===== config.mk =====
export PLATFORM = sky130hd
export DESIGN_NAME = dma_primitives
export DESIGN_NICKNAME = d
export VERILOG_FILES = /design/src/rtl/dma_primitives.sv
export SDC_FILE = /design/constraint.sdc
export NUM_CORES = 1
export LEC_CHECK = 0
export ABC_AREA = 1
export BUFFER_PORTS_ARGS = -buffer_cell sky130_fd_sc_hd__buf_2
export CORE_MARGIN = 2
export CORE_UTILIZATION = 60
export DETAILED_ROUTE_END_ITERATION = 8
export PLACE_DENSITY = 0.78
export SLEW_MARGIN = 20
export SYNTH_ARGS = -nofsm -noshare
export SYNTH_HDL_FRONTEND = slang
export SYNTH_HIERARCHICAL = 1
export SYNTH_SLANG_ARGS = --single-unit
export TNS_END_PERCENT = 30

===== constraint.sdc =====
create_clock -name clk -period 4.5 [get_ports clk]
set_input_delay 0.225 -clock clk [delete_from_list [all_inputs] [get_ports clk]]
set_output_delay 0.225 -clock clk [all_outputs]
set_load 0.005 [all_outputs]

===== src/rtl/dma_primitives.sv =====
`default_nettype none
// ============================================================================
// Module      : dma_primitives (file also holds register, counter, fifo)
// Description : Storage and counting primitives for the DMA controller
//               datapath. The top wrapper exposes one instance of each.
//               register - enable-loaded data register
//               counter  - up counter with qualified load and terminal count
//               fifo     - circular FIFO with partial-empty flag and a
//                          single-step rollback used for memory retries
// Ports (top) : clk, rst (async, active-high)
//               reg_en, reg_data_in, reg_data_out
//               cnt_en, cnt_load, cnt_data_in, cnt, end_cnt
//               fifo_enable, fifo_wr_rd, fifo_in, fifo_out,
//               fifo_old_add_flag, full, empty, empty_partial
// Revision    : 1.0 - initial release
// ============================================================================

// ----------------------------------------------------------------------------
// register: data_out loads data_in when reg_en is high, otherwise holds.
// ----------------------------------------------------------------------------
module register #(
    parameter int REG_DEPTH = 16
) (
    input  logic                 clk,
    input  logic                 rst,
    input  logic                 reg_en,
    input  logic [REG_DEPTH-1:0] data_in,
    output logic [REG_DEPTH-1:0] data_out
);

    logic [REG_DEPTH-1:0] r_data;

    always_ff @(posedge clk or posedge rst) begin
        if (rst) begin
            r_data <= '0;
        end else if (reg_en) begin
            r_data <= data_in;
        end
    end

    assign data_out = r_data;

endmodule

// ----------------------------------------------------------------------------
// counter: load has priority over increment; both need cnt_en.
// end_cnt flags the all-ones value combinationally.
// ----------------------------------------------------------------------------
module counter #(
    parameter int L = 15
) (
    input  logic         clk,
    input  logic         rst,
    input  logic         cnt_en,
    input  logic         load,
    input  logic [L-1:0] data_in,
    output logic [L-1:0] cnt,
    output logic         end_cnt
);

    localparam logic [L-1:0] c_ONE = L'(1);

    logic [L-1:0] r_cnt;

    always_ff @(posedge clk or posedge rst) begin
        if (rst) begin
            r_cnt <= '0;
        end else if (cnt_en) begin
            if (load) begin
                r_cnt <= data_in;
            end else begin
                r_cnt <= r_cnt + c_ONE;  // natural wrap from all-ones to 0
            end
        end
    end

    assign cnt     = r_cnt;
    assign end_cnt = &r_cnt;

endmodule

// ----------------------------------------------------------------------------
// fifo: single-direction-per-cycle circular buffer.
// A rising edge on fifo_old_add_flag undoes one step in the current
// direction: in write mode the last stored word is dropped, in read mode
// the last read word is made readable again. While the flag stays high all
// pointer/occupancy activity is frozen.
// ----------------------------------------------------------------------------
module fifo #(
    parameter int DATA       = 16,
    parameter int ADDR_SIZE  = 5,
    parameter int DIV_FACTOR = 3
) (
    input  logic            clk,
    input  logic            rst,
    input  logic            fifo_enable,
    input  logic            fifo_wr_rd,
    input  logic [DATA-1:0] fifo_in,
    output logic [DATA-1:0] fifo_out,
    input  logic            fifo_old_add_flag,
    output logic            full,
    output logic            empty,
    output logic            empty_partial
);

    localparam int                   DEPTH     = 1 << ADDR_SIZE;
    localparam logic [ADDR_SIZE:0]   c_DEPTH   = DEPTH[ADDR_SIZE:0];
    localparam logic [ADDR_SIZE:0]   c_PARTIAL = c_DEPTH >> DIV_FACTOR;
    localparam logic [ADDR_SIZE-1:0] c_PTR_ONE = ADDR_SIZE'(1);
    localparam logic [ADDR_SIZE:0]   c_CNT_ONE = (ADDR_SIZE + 1)'(1);

    logic [DATA-1:0]      r_mem [DEPTH];
    logic [ADDR_SIZE-1:0] r_wr_ptr;
    logic [ADDR_SIZE-1:0] r_rd_ptr;
    logic [ADDR_SIZE:0]   r_count;
    logic [DATA-1:0]      r_out;
    logic                 r_flag_d;

    logic w_write;
    logic w_read;
    logic w_rb_edge;
    logic w_rb_wr;
    logic w_rb_rd;

    assign full          = (r_count == c_DEPTH);
    assign empty         = (r_count == '0);
    assign empty_partial = (r_count <= c_PARTIAL);

    // Normal traffic is suppressed for the whole time the flag is high.
    assign w_write   = fifo_enable &  fifo_wr_rd & ~full  & ~fifo_old_add_flag;
    assign w_read    = fifo_enable & ~fifo_wr_rd & ~empty & ~fifo_old_add_flag;

    // Rollback happens only on the first flagged cycle and only when the
    // undo keeps occupancy inside 0..DEPTH.
    assign w_rb_edge = fifo_old_add_flag & ~r_flag_d;
    assign w_rb_wr   = w_rb_edge &  fifo_wr_rd & ~empty;
    assign w_rb_rd   = w_rb_edge & ~fifo_wr_rd & ~full;

    // Storage array: no reset, contents are don't-care after reset.
    always_ff @(posedge clk) begin
        if (w_write) begin
            r_mem[r_wr_ptr] <= fifo_in;
        end
    end

    always_ff @(posedge clk or posedge rst) begin
        if (rst) begin
            r_wr_ptr <= '0;
            r_rd_ptr <= '0;
            r_count  <= '0;
            r_out    <= '0;
            r_flag_d <= 1'b0;
        end else begin
            r_flag_d <= fifo_old_add_flag;
            if (w_write) begin
                r_wr_ptr <= r_wr_ptr + c_PTR_ONE;
                r_count  <= r_count + c_CNT_ONE;
            end else if (w_read) begin
                r_out    <= r_mem[r_rd_ptr];
                r_rd_ptr <= r_rd_ptr + c_PTR_ONE;
                r_count  <= r_count - c_CNT_ONE;
            end else if (w_rb_wr) begin
                r_wr_ptr <= r_wr_ptr - c_PTR_ONE;
                r_count  <= r_count - c_CNT_ONE;
            end else if (w_rb_rd) begin
                r_rd_ptr <= r_rd_ptr - c_PTR_ONE;
                r_count  <= r_count + c_CNT_ONE;
            end
        end
    end

    assign fifo_out = r_out;

endmodule

// ----------------------------------------------------------------------------
// dma_primitives: wrapper exposing one instance of each primitive.
// ----------------------------------------------------------------------------
module dma_primitives #(
    parameter int REG_DEPTH  = 16,
    parameter int L          = 15,
    parameter int DATA       = 16,
    parameter int ADDR_SIZE  = 5,
    parameter int DIV_FACTOR = 3
) (
    input  logic                 clk,
    input  logic                 rst,
    // register
    input  logic                 reg_en,
    input  logic [REG_DEPTH-1:0] reg_data_in,
    output logic [REG_DEPTH-1:0] reg_data_out,
    // counter
    input  logic                 cnt_en,
    input  logic                 cnt_load,
    input  logic [L-1:0]         cnt_data_in,
    output logic [L-1:0]         cnt,
    output logic                 end_cnt,
    // fifo
    input  logic                 fifo_enable,
    input  logic                 fifo_wr_rd,
    input  logic [DATA-1:0]      fifo_in,
    output logic [DATA-1:0]      fifo_out,
    input  logic                 fifo_old_add_flag,
    output logic                 full,
    output logic                 empty,
    output logic                 empty_partial
);

    register #(
        .REG_DEPTH (REG_DEPTH)
    ) u_register (
        .clk      (clk),
        .rst      (rst),
        .reg_en   (reg_en),
        .data_in  (reg_data_in),
        .data_out (reg_data_out)
    );

    counter #(
        .L (L)
    ) u_counter (
        .clk     (clk),
        .rst     (rst),
        .cnt_en  (cnt_en),
        .load    (cnt_load),
        .data_in (cnt_data_in),
        .cnt     (cnt),
        .end_cnt (end_cnt)
    );

    fifo #(
        .DATA       (DATA),
        .ADDR_SIZE  (ADDR_SIZE),
        .DIV_FACTOR (DIV_FACTOR)
    ) u_fifo (
        .clk               (clk),
        .rst               (rst),
        .fifo_enable       (fifo_enable),
        .fifo_wr_rd        (fifo_wr_rd),
        .fifo_in           (fifo_in),
        .fifo_out          (fifo_out),
        .fifo_old_add_flag (fifo_old_add_flag),
        .full              (full),
        .empty             (empty),
        .empty_partial     (empty_partial)
    );

endmodule
`default_nettype wire


[Word level (Yosys, flattened, before mapping)]
Memories as Yosys holds them, arrays and structs flattened. A register that Yosys moved wholly into a read port is not among the register bits.
Index checks and enable logic that the tools add are counted.
Cells by class
  $add $sub $neg: 7
  multipliers: 0
  div/mod/pow operators: 0
  order comparisons: 1
  equality and inequality tests: 3
  shifts and indexed selects: 0
  mux-type cells: 13
  bitwise operators: 17
  reductions and logical operators: 8
Operators with widths (number)
  two-way mux 5 bit: 6
  two-way mux 6 bit: 4
  adder 15 x 1 -> 15 bit (second input constant): 1
  two-way mux 15 bit: 1
  AND reduction 15 bit: 1
  AND 1 bit: 11
  adder 5 x 1 -> 5 bit (second input constant): 2
  subtractor 5 x 1 -> 5 bit (second input constant): 2
  adder 6 x 1 -> 6 bit (second input constant): 1
  equality test 6 bit (second input constant): 1
  <= comparator 6 x 3 -> 1 bit (second input constant): 1
  logical NOT 6 bit: 1
  inverter 1 bit: 6
  subtractor 6 x 1 -> 6 bit (second input constant): 1
  inequality test 2 x 1 -> 1 bit (second input constant): 2
  AND reduction 2 bit: 2
  nonzero test 2 bit: 2
  nonzero test 4 bit: 1
  AND reduction 3 bit: 1
  two-way mux 1 bit: 2
Word-level totals
  register bits after elaboration: 48
  bits in latches: 0
  memory bits (writable): 512
  ROM bits: 0
  input port bits: 55
  output and inout port bits: 51
  word-level logic and storage cells: 56
  memories: 1
Memories
  u_fifo.r_mem: words 32, width 16, read ports 1, clocked after memory_dff 1, wr ports 1, line 112  | logic [DATA-1:0] r_mem [DEPTH];

[Longest topological paths before layout]
  depth in word-level cells: 8
  gate-level depth with buffers: 16
  mapped depth without buffers: 15

[Modules after synthesis]
Netlist, hierarchy kept.
By module, submodules not included
  fifo: instances 1, cells an instance 2203, area each 23277.3 µm², seq. area each 16200.5 µm²
  counter: instances 1, cells an instance 175, area each 1141.1 µm², seq. area each 375.4 µm²
  register: instances 1, cells an instance 69, area each 648.1 µm², seq. area each 400.4 µm²

[Least setup slack after synthesis]
No wires, ideal clock.
  path kind: flip-flop to flip-flop
  start: reg u_fifo.r_count[0]
  end: mem u_fifo.r_mem[11][0] (enable)
  setup time: 0.388 ns
  arrival time: 2.076 ns
  required time: 4.112 ns
  path slack: 2.035 ns
  cell stages (with the launch flop): 10
  buffers on the path: 0
  clock period less this slack: 2.465 ns
  cell sequence: dfrtp_1 inv_1 ha_1 nand3_4 nor2_4 nand2_2 nand2_2 inv_1 nand3_1 nor2_1
Between the ends
  cells in the longest elaborated chain, start to end: 6
RTL lines
  start, declared: line 115  | logic [ADDR_SIZE:0] r_count;
  start signal, assigned: line 157  | r_count <= r_count + c_CNT_ONE;
  start signal, assigned: line 161  | r_count <= r_count - c_CNT_ONE;
  start signal, assigned: line 164  | r_count <= r_count - c_CNT_ONE;
  equality test 6 bit: line 125  | assign full = (r_count == c_DEPTH);
  inverter 1 bit: line 130  | assign w_write = fifo_enable & fifo_wr_rd & ~full & ~fifo_old_add_flag;
  AND 1 bit (2 in a row): line 130
  two-way mux 1 bit: line 141  | if (w_write) begin
  two-way mux 1 bit (implied by the code): line 142  | r_mem[r_wr_ptr] <= fifo_in;
  end, declared: line 112
Every way passes these cells.

[Worst setup path in the final report]
  start: reg u_fifo.r_count[0]
  end: mem u_fifo.r_mem[8][9] (enable)
The elaborated chain is that of the path after synthesis.

==> flow_summary_export.csv <==
group,metric,value,unit
die,die_h,208,um
critical_path,worst_ep_required_time,4720,ps
routing,drt_iter0_markers,2586,
timing,drv_slew,0,
clock_network,clockRootBuffer,"clkbuf_16",
power,powerDensity,567,nW/um^2
cells_and_area,syn_to_final_growth,11.9,%
cells_and_area,multi_input_area,6610,um^2
critical_path,worstPathArrival,3160,ps
synthesis,synth.avg_cell_area,10.2,um^2
global_route,grt_overflow,0,
timing,slew_headroom,26.5,%
die,dieArea,43400,um^2
cells_and_area,n_fill_cell,2875,
routing,wl_met3,6.43,mm
routing,first_pass_iters,6,
power,vdd_ir_drop_max,0.000535,V
timing,fin_crit,2950,ps
timing,setup_violations,0,
routing,wl_met2,30.1,mm
power,netSwitchingFraction,36.8,%
global_route,grt_pass1_wl,97.3,mm
worst_hold_path,min_path_type,"in2reg",
critical_path,cp_cell_sequence,"inv_1 > ha_1 > nand3_4 > nor2_4 > nand2_2 > nand2_2 > inv_1 > nand3_1 > nor2_2",
critical_path,crit_fanout,16,
routing,final_antenna_net_count,0,
power,switching_power,0.00585,W
die,floorplan.initialDensity,61.1,%
power,p_leak,11.8,nW
timing,worstMarginPinSlew,1100,ps
flow_run,maxCapViolations,0,
cells_and_area,fin_area,28000,um^2
place,port_buffers,105,
place,gp_congestion,0.875,
clock_network,cts_tree,"built",
timing,rsz0062_at_grt,"no",
synthesis,syn_inst,2447,
power,seq_power_share,39.9,%
clock_network,clock_sink_count,576,
synthesis,syn_area,25100,um^2
place,dp_hpwl,35.3,mm
synthesis,ys_seq_area_share,67.7,%
routing,wl_per_cell,20.0,um
global_route,grtUsageTotal,29.2,%
routing,wl_met1,24.3,mm
die,die_w,208,um
global_route,grt_max_degree,149,
die,ios,106,
timing,max_freq,339,MHz
power,power_frac_comb,32.5,%
die,rows,74,
clock_network,clk_pin_slew,60,ps
synthesis,ys_types,39,
global_route,antenna_found_initial,0,
critical_path,startpoint_type,"flop",
cells_and_area,layout_common_cells,"nand2_1, edfxtp_1, nand3_1",
timing,fin_crit_sh,65.5,%
power,p_clk_share,27.5,%
die,core-area,41000,um^2
routing,vias,18000,
clock_network,cts_made_buffers,55,
routing,drc_errors,0,
routing,top_layer_used,"met4",
synthesis,synth_nets,2513,
cells_and_area,nets,2630,
timing,final_hold_viol_count,0,
global_route,first_global_vias,17600,
critical_path,cpPeakStageDelay,820,ps
clock_network,cts_setup_buffers,0,
timing,skew,17.4,ps
critical_path,crit_type,"reg2reg",
routing,viasPerCell,5.74,
cells_and_area,layout_commonest_cell,"nand2_1",
synthesis,synth_seq_cells,576,
critical_path,critPathSlowestCell,"nor2_2",
critical_path,cp-end-kind,"flop",
clock_network,clock_path_buffers,3,
outcome,outcome,"finished, final reports clean",
clock_network,clkLatencyLatePin,600,ps
routing,routed_wl,62.9,mm
clock_network,htree_levels,2,
timing,fin_setup_tns,0,ps
synthesis,yosys_warnings,6,
power,internal_power,0.0101,W
place,place_area,26100,um^2
cells_and_area,seq_area,17000,um^2
cells_and_area,drive_gt1_share,10.1,%
-- metal layers --
layer / track usage [%] / vias to the layer above
met1: 39.7 / 8654
li1: - / 8283
met3: 5.54 / 118
met4: 12.1 / 0
met5: 0 / -
met2: 46.7 / 981
-- Yosys cell counts --
cell      number  area [um^2]
nand2_4        2         22.5
inv_2          4         15.0
inv_6          1         8.76
buf_4          6         45.0
o21ai_1        5         25.0
buf_2         65          325
inv_1        218          818
o21ai_2        4         35.0
o22ai_1        1         6.26
ha_1           9          113
nand2_2       13         81.3
nand3_4        1         17.5
nor2_1        81          304
o211ai_1       6         45.0
nand3_1      351         1760
buf_12         1         20.0
nor3_1         6         30.0
clkinv_1       1         3.75
a21oi_1       15         75.1
nand4_1        7         43.8
xnor2_1        2         17.5
inv_4          3         18.8
nand2_1      959         3600
o31ai_1        1         7.51
nor2_2         3         18.8
clkbuf_1      27          101
buf_1         17         63.8
nand3_2        2         20.0
o21ai_0       34          170
nand2b_1       1         6.26
edfxtp_1     512        15400
fa_1           2         40.0
nor2_8         1         20.0
buf_6          6         67.6
nor2_4         5         56.3
xor2_1         9         78.8
dfrtp_1       64         1600
or2_2          1         6.26
and3_1         1         6.26
-- power groups by stage --
stage	combinational, W	clock (W)	sequential [W]
floorplan	0.00353	0	0.00632
global placement	0.00481	0	0.00644
detailed placement	0.00497	0	0.00645
CTS	0.00505	0.00443	0.00634
global route	0.00566	0.00466	0.00638
finish	0.00518	0.00438	0.00635
-- metrics by stage --
step | worst slack, ps | util [%] | hold slack [ps] | power, W | std cells
5_1_grt | 1410 | 68.4 | 35.1 | 0.0167 | 3139
4_1_cts | 1650 | 68.4 | 4.26 | 0.0158 | 3139
6_report | 1550 | 68.4 | 25.1 | 0.0159 | 3140
3_5_place_dp | 1680 | 63.5 | 329 | 0.0114 | 3008
2_1_floorplan | 2040 | - | 126 | 0.00985 | 2447
3_3_place_gp | 1560 | 63.5 | 308 | 0.0113 | 3008
-- registers in the layout, summed over array words and instances, names as in the netlist --
| signal | cells |
|---|---|
| u_fifo/r_wr_ptr | 5 |
| u_fifo/r_count | 6 |
| u_fifo/r_rd_ptr | 5 |
| u_counter/cnt | 15 |
| u_register/data_out | 16 |
| u_fifo/fifo_out | 16 |
| u_fifo/r_mem | 512 |
| u_fifo/r_flag_d | 1 |
-- repair_timing --
item                                   CTS  global route
hold buffers                            31             0
gates resized for setup                  0             0
endpoints found under the hold margin   93             0
-- logic make-up (layout without fill, tap and decap cells) --
kind of cell | count (synthesis) | after routing | share of synthesized area, %
fa+ha+maj | 11 | 11 | 0.609
buf+inv | 349 | 509 | 5.93
flops | 576 | 576 | 67.7
xor+xnor | 11 | 11 | 0.384
other cells | 0 | 1 | 0
compound gates | 66 | 66 | 1.45
simple gates | 1434 | 1434 | 23.9
-- layout make-up --
type                    count  area share [%]
flip-flops and latches    576            60.6
clock buffers              81            5.44
inverters                 227            3.11
well taps                 532            2.37
repair buffers            182            4.39
multi-input cells        1522            23.6
diodes                      1         0.00892
clock inverters            19           0.567
-- final timing paths --
path                                                     start                                   to  slack, ps  cells after the start
setup / recovery                 u_fifo/r_count[0]$_DFFE_PP0P_         u_fifo/r_mem[8][9]$_DFFE_PP_       1550                      9
hold / removal                                          reg_en   u_register/data_out[6]$_DFFE_PP0P_         30                      3
setup reg to reg                 u_fifo/r_count[0]$_DFFE_PP0P_         u_fifo/r_mem[8][9]$_DFFE_PP_       1550                      9
hold reg to reg            u_register/data_out[10]$_DFFE_PP0P_  u_register/data_out[10]$_DFFE_PP0P_        470                      2
max in group asynchronous                                  rst       u_fifo/r_rd_ptr[0]$_DFFE_PP0P_       3790                      4
min in group asynchronous                                  rst   u_register/data_out[6]$_DFFE_PP0P_        280                      3
-- critical path: cells and delay by family, from the launching register on --
family	cells	cell delay (ps)
adders and majority gates	1	280
and+or+nand+nor	6	1580
buffers and inverters	2	320
DFF	1	380
(Power assumes the default switching activity.)
